**src/rtl/pwr_seq_pkg.sv**
```systemverilog
// rtl/pwr_seq_pkg.sv - shared state encoding and parameter defaults for the WIB power sequencer
package pwr_seq_pkg;

  localparam int N_CH_DEF    = 6;
  localparam int DLY_W_DEF   = 16;
  localparam int BLINK_W_DEF = 24;

  localparam logic [2:0] ST_IDLE   = 3'd0;
  localparam logic [2:0] ST_UP_3V3 = 3'd1;
  localparam logic [2:0] ST_UP_2V5 = 3'd2;
  localparam logic [2:0] ST_UP_CH  = 3'd3;
  localparam logic [2:0] ST_ON     = 3'd4;
  localparam logic [2:0] ST_DN_CH  = 3'd5;
  localparam logic [2:0] ST_DN_2V5 = 3'd6;
  localparam logic [2:0] ST_DN_3V3 = 3'd7;

endpackage

```
**src/rtl/seq_step_timer.sv**
```systemverilog
// rtl/seq_step_timer.sv - reloadable step countdown, pulses once max(dly,1) cycles after each load
module seq_step_timer
  import pwr_seq_pkg::*;
#(
  parameter int DLY_W = DLY_W_DEF
) (
  input  logic             clk_axi,
  input  logic             rst_n_in,
  input  logic             load_in,
  input  logic [DLY_W-1:0] dly_in,
  output logic             step_out
);

  localparam logic [DLY_W-1:0] ONE = DLY_W'(1);

  logic [DLY_W-1:0] r_cnt;
  logic [DLY_W-1:0] w_ld_val;

  // A zero delay is treated as one so the count never starts at zero and never wraps.
  assign w_ld_val = (dly_in == '0) ? ONE : dly_in;
  assign step_out = (r_cnt == ONE);

  always_ff @(posedge clk_axi or negedge rst_n_in) begin
    if (!rst_n_in) begin
      r_cnt <= '0;
    end else if (load_in) begin
      r_cnt <= w_ld_val;
    end else if (r_cnt != '0) begin
      r_cnt <= r_cnt - ONE;
    end
  end

endmodule

```
**src/rtl/wib_pwr_seq.sv**
```systemverilog
// rtl/wib_pwr_seq.sv - ordered power-up/down of local rails and WIB channels with fault shutdown
module wib_pwr_seq
  import pwr_seq_pkg::*;
#(
  parameter int N_CH    = N_CH_DEF,
  parameter int DLY_W   = DLY_W_DEF,
  parameter int BLINK_W = BLINK_W_DEF
) (
  input  logic              clk_axi,
  input  logic              rst_n_in,
  input  logic              start_in,
  input  logic [N_CH-1:0]   en_req_in,
  input  logic [DLY_W-1:0]  dly_in,
  input  logic [N_CH-1:0]   fault_in,
  output logic              local_3v3_en_out,
  output logic              local_2v5_en_out,
  output logic [N_CH-1:0]   wib_en_out,
  output logic [N_CH-1:0]   wib_on_led_out,
  output logic [N_CH-1:0]   fault_latched_out,
  output logic              busy_out,
  output logic [2:0]        state_out
);

  localparam logic [N_CH-1:0] CH_ONE = N_CH'(1);

  logic [2:0]         r_state;
  logic [N_CH-1:0]    r_target;
  logic [N_CH-1:0]    r_wib_en;
  logic [N_CH-1:0]    r_flt;
  logic               r_3v3;
  logic               r_2v5;
  logic [BLINK_W-1:0] r_blink;

  logic               w_step;
  logic               w_load;
  logic               w_in_dn;
  logic [N_CH-1:0]    w_fault_hit;
  logic [N_CH-1:0]    w_en_nf;
  logic [N_CH-1:0]    w_pend;
  logic [N_CH-1:0]    w_lo;
  logic [N_CH-1:0]    w_hi;
  logic [2:0]         w_nxt_state;
  logic [N_CH-1:0]    w_nxt_target;
  logic [N_CH-1:0]    w_nxt_en;
  logic [N_CH-1:0]    w_nxt_flt;
  logic               w_nxt_3v3;
  logic               w_nxt_2v5;

  seq_step_timer #(.DLY_W(DLY_W)) u_step (
    .clk_axi  (clk_axi),
    .rst_n_in (rst_n_in),
    .load_in  (w_load),
    .dly_in   (dly_in),
    .step_out (w_step)
  );

  assign w_fault_hit = fault_in & r_wib_en;
  assign w_en_nf     = r_wib_en & ~w_fault_hit;
  assign w_pend      = r_target & ~r_wib_en;
  assign w_lo        = w_pend & (~w_pend + CH_ONE);
  assign w_in_dn     = (r_state == ST_DN_CH) || (r_state == ST_DN_2V5) || (r_state == ST_DN_3V3);

  always_comb begin
    w_hi = '0;
    for (int i = 0; i < N_CH; i++) begin
      if (w_en_nf[i]) begin
        w_hi    = '0;
        w_hi[i] = 1'b1;
      end
    end
  end

  always_comb begin
    w_nxt_state  = r_state;
    w_nxt_target = r_target;
    w_nxt_en     = w_en_nf;
    w_nxt_flt    = r_flt | w_fault_hit;
    w_nxt_3v3    = r_3v3;
    w_nxt_2v5    = r_2v5;
    w_load       = 1'b0;
    // Faulted channels are already dropped via w_en_nf; this only redirects the FSM.
    if ((|w_fault_hit) && !w_in_dn) begin
      w_nxt_state = ST_DN_CH;
      w_load      = 1'b1;
    end else begin
      case (r_state)
        ST_IDLE: begin
          if (start_in) begin
            w_nxt_flt = '0;
            if (|en_req_in) begin
              w_nxt_target = en_req_in;
              w_nxt_3v3    = 1'b1;
              w_nxt_state  = ST_UP_3V3;
              w_load       = 1'b1;
            end
          end
        end
        ST_UP_3V3: begin
          if (w_step) begin
            w_nxt_2v5   = 1'b1;
            w_nxt_state = ST_UP_2V5;
            w_load      = 1'b1;
          end
        end
        ST_UP_2V5, ST_UP_CH: begin
          if (w_step) begin
            w_nxt_en = w_en_nf | w_lo;
            if (w_pend == w_lo) begin
              w_nxt_state = ST_ON;
            end else begin
              w_nxt_state = ST_UP_CH;
              w_load      = 1'b1;
            end
          end
        end
        ST_ON: begin
          if (start_in && (en_req_in == '0)) begin
            w_nxt_state = ST_DN_CH;
            w_load      = 1'b1;
          end
        end
        ST_DN_CH: begin
          // With every channel already lost to faults, the rail drop takes this step.
          if (w_step) begin
            w_load = 1'b1;
            if (|w_en_nf) begin
              w_nxt_en = w_en_nf & ~w_hi;
              if (w_en_nf == w_hi) w_nxt_state = ST_DN_2V5;
            end else begin
              w_nxt_2v5   = 1'b0;
              w_nxt_state = ST_DN_3V3;
            end
          end
        end
        ST_DN_2V5: begin
          if (w_step) begin
            w_nxt_2v5   = 1'b0;
            w_nxt_state = ST_DN_3V3;
            w_load      = 1'b1;
          end
        end
        ST_DN_3V3: begin
          if (w_step) begin
            w_nxt_3v3   = 1'b0;
            w_nxt_state = ST_IDLE;
          end
        end
        default: w_nxt_state = ST_IDLE;
      endcase
    end
  end

  always_ff @(posedge clk_axi or negedge rst_n_in) begin
    if (!rst_n_in) begin
      r_state  <= ST_IDLE;
      r_target <= '0;
      r_wib_en <= '0;
      r_flt    <= '0;
      r_3v3    <= 1'b0;
      r_2v5    <= 1'b0;
      r_blink  <= '0;
    end else begin
      r_state  <= w_nxt_state;
      r_target <= w_nxt_target;
      r_wib_en <= w_nxt_en;
      r_flt    <= w_nxt_flt;
      r_3v3    <= w_nxt_3v3;
      r_2v5    <= w_nxt_2v5;
      r_blink  <= r_blink + 1'b1;
    end
  end

  assign local_3v3_en_out  = r_3v3;
  assign local_2v5_en_out  = r_2v5;
  assign wib_en_out        = r_wib_en;
  assign fault_latched_out = r_flt;
  assign wib_on_led_out    = r_wib_en | (r_flt & {N_CH{r_blink[BLINK_W-1]}});
  assign busy_out          = (r_state != ST_IDLE) && (r_state != ST_ON);
  assign state_out         = r_state;

endmodule

```
**config.mk**
```make
export PLATFORM = sky130hd
export DESIGN_NAME = wib_pwr_seq
export DESIGN_NICKNAME = d
export VERILOG_FILES = /design/src/rtl/pwr_seq_pkg.sv /design/src/rtl/seq_step_timer.sv /design/src/rtl/wib_pwr_seq.sv
export SDC_FILE = /design/constraint.sdc
export NUM_CORES = 1
export LEC_CHECK = 0
export BUFFER_PORTS_ARGS = -buffer_cell sky130_fd_sc_hd__buf_2
export CAP_MARGIN = 20
export CELL_PAD_IN_SITES_DETAIL_PLACEMENT = 1
export CELL_PAD_IN_SITES_GLOBAL_PLACEMENT = 2
export CORE_MARGIN = 2
export CORE_UTILIZATION = 28
export CTS_BUF_LIST = sky130_fd_sc_hd__clkbuf_2 sky130_fd_sc_hd__clkbuf_4 sky130_fd_sc_hd__clkbuf_8
export DETAILED_ROUTE_END_ITERATION = 6
export HOLD_SLACK_MARGIN = 0.15
export PLACE_DENSITY = 0.62
export SYNTH_ARGS = -nofsm -noshare
export SYNTH_HDL_FRONTEND = slang
export SYNTH_SLANG_ARGS = --single-unit
```
**constraint.sdc**
```tcl
create_clock -name clk_axi -period 6.2 [get_ports clk_axi]
set_input_delay 0 -clock clk_axi [delete_from_list [all_inputs] [get_ports clk_axi]]
set_output_delay 0 -clock clk_axi [all_outputs]
set_load 0.02 [all_outputs]
```
==> qor.yml <==
synthesis:
  ys_top_cells_by_area: "dfrtp_1, xnor2_1, nand2_1, nor2_1, xor2_1"
  avgSynthCellArea_um2: 9.66
  yosysWarnings: 0
  synth-simple-area-share: 0.229
  yosysSeqAreaShare: 0.463
  ys_ff_latch: 63
  synth_top_family_by_area: "simple AND/OR/NAND/NOR gates"
  synth_edf_count: 0
  synth_cell_type_count: 55
  synth_compound_area_frac: 0.121
  synthMuxAreaShare: 0.0548
  synthFlopType: "dfrtp_1"
  syn_area_um2: 3400
  synth_top_area_frac: 0.463
  synth-async-reset-ratio: 1.00
  synth_fa_ha_area_frac: 0.0250
  syn_inst: 352
  synth_top_cell_by_area: "dfrtp_1"
  synthXorXnorAreaFrac: 0.0798
  synth_nets: 389
power_and_ir_drop:
  peakVddDrop_uv: 106
  p_total_mw: 1.48
  power_leakage_nw: 1.98
  power_density_nw_per_um2: 341
final_layout:
  drive_above_1_share: 0.196
  most-common-layout-cells: "dfrtp_1, buf_2, nand2_1"
  antennaDiodeCount: 0
  area_growth_syn_to_layout_pct: 27.7
  fillers: 1390
  final_common_cell: "dfrtp_1"
  final_nets: 477
status:
  outcome: "completed"
clock_tree:
  cts_setup_buffers: 0
  cts_hold_buffers: 29
  path_clk_slew_ns: 0.08
  insertion_delay_ns: 0.36
  clock_path_buffers: 2
  clock-sinks: 63
  clockRootBuffer: "clkbuf_8"
  h-tree-depth: 3
  ctsResizeCount: 0
  cts_tree: "done"
  cts_buffers: 9
worst_setup_path:
  critPathMaxStageDelay_ns: 0.79
  crit_chain: "inv_1, ha_1, nor3b_1, nand2_1, nor3_2, nor4_1, xor2_1, mux2_1"
  cp.required_ns: 6.45
  crit_buf_inv: 1
  worstPathMaxFanout: 14
  crit_path_end_kind: "flip-flop"
  worst_path_dominant_cell_family: "simple AND/OR/NAND/NOR gates"
  start_kind: "flip-flop"
  slowest_stage: "nor3_2"
  crit_type: "flip-flop to flip-flop"
  arrival_ns: 3.31
worst_hold_path:
  min_path_type: "input pin to asynchronous set/reset pin"
die:
  coreArea_um2: 11900
  die_area_um2: 13000
  die_h_um: 114
  boundaryPins: 55
  rows: 40
  start_util: 0.286
  die_x_um: 114
routing:
  vias_per_cell: 4.92
  wl_per_cell_um: 16.3
  num_vias: 2911
  drt_first_pass_iters: 4
  met1_length_um: 4710
  drtIter0Drc: 114
  wirelength_um: 9660
  highest_layer: "met4"
  wl_met2_um: 4500
  drc_errors: 0
  dr_wl_met3_um: 316
  ant_nets: 0
placement:
  place_hpwl_um: 6580
  place.gp.congestion: 0.764
  port_buffers: 54
global_route:
  overflow: 0
  grt_use_total: 0.162
  grt_max_degree: 64
  grt_pass1_wl_um: 16100
  grt_pass1_vias: 3097
  antenna_found_initial: 0
timing:
  fin_tns_setup_ns: 0
  finalSetupViolCount: 0
  timing.fmax_ghz: 0.327
  rsz0062_at_grt: "false"
  clock_skew_ns: 0.0114
  drv_slew: 0
  layout_min_cycle_time_ns: 3.06
  relSlewSlack: 0.349
  finalCritPeriodShare: 0.493
  hold_violations: 0
  worst_pin_slew_ns: 0.972
run:
  cap_violations: 0
## routing by layer
layer	GRT usage	vias to the layer above
met5	0	-
met4	0.0561	0
met3	0.0529	9
met2	0.252	31
met1	0.211	1445
li1	-	1426
## logic make-up after synthesis
group,Yosys count
XOR/XNOR,31
multiplexers,17
adder cells (fa/ha/maj),7
flip-flops,63
AND/OR/NAND/NOR,151
AO/OA/AOI/OAI,62
buffers and inverters,21
## report_power, final
| group | internal [mW] | switching [mW] | total (mW) | leakage [nW] |
|---|---|---|---|---|
| registers | 0.501 | 0.114 | 0.615 | 0.803 |
| logic | 0.199 | 0.247 | 0.446 | 1.07 |
| clock network | 0.242 | 0.179 | 0.421 | 0.113 |
| total | 0.942 | 0.539 | 1.48 | 1.98 |
## flip-flops by register name, indices dropped and copies added, names as in the netlist
signal             count
fault_latched_out      6
local_2v5_en_out       1
r_blink               24
r_target               6
state_out              3
u_step.r_cnt          16
local_3v3_en_out       1
wib_en_out             6
## per-stage QoR
step           hold WS [ns]  instances  area (um^2)   util  worst slack (ns)
2_1_floorplan        -0.296        352         3400      -              4.03
5_1_grt               0.377        592         4340  0.365              2.85
3_5_place_dp          0.215        547         3830  0.321              3.12
6_report              0.363        592         4340  0.365              3.14
3_3_place_gp          0.214        547         3830  0.321              3.25
4_1_cts               0.371        592         4340  0.365              3.11
## worst reg2reg max path, stage by stage, from the launching register on
cell	delay [ns]
dfrtp_1	0.42
inv_1	0.11
ha_1	0.19
nor3b_1	0.60
nand2_1	0.23
nor3_2	0.79
nor4_1	0.14
xor2_1	0.18
mux2_1	0.29
## path summary, 6_finish.rpt
path | start | endpoint | slack (ns) | cells past startpoint
hold / removal | rst_n_in | r_blink[0] | 0.36 | 3
min in group clk_axi | en_req_in[2] | r_target[2] | 0.38 | 4
setup reg to reg | u_step.r_cnt[0] | u_step.r_cnt[13] | 3.14 | 8
setup / recovery | u_step.r_cnt[0] | u_step.r_cnt[13] | 3.14 | 8
max in group asynchronous | rst_n_in | u_step.r_cnt[1] | 5.28 | 3
hold reg to reg | r_blink[14] | r_blink[14] | 0.46 | 1
## final cells by class
| class | count | area (um^2) | area share |
|---|---|---|---|
| timing repair buffer | 84 | 568 | 0.131 |
| inverter | 14 | 52.6 | 0.0121 |
| clock inverter | 5 | 81.3 | 0.0187 |
| sequential | 63 | 1580 | 0.363 |
| clock buffer | 11 | 145 | 0.0334 |
| tap | 147 | 184 | 0.0424 |
| multi-input combinational | 268 | 1740 | 0.400 |
## synthesized netlist by cell type, types with 4 or more instances
library cell,number
nor4_1,8
ha_1,6
nor2_1,29
a21oi_1,18
dfrtp_1,63
nand3_1,14
nand4_1,4
a22oi_1,4
nor3_1,10
a21o_1,5
nor2b_1,9
xnor2_1,20
o21ai_1,4
mux2i_1,4
inv_1,14
mux2_2,5
mux2_1,8
o31ai_1,4
and3_1,6
o21ai_0,7
xor2_1,11
nand2_1,43
nand2b_1,7
Note: power is estimated with default switching activity, not from simulation.
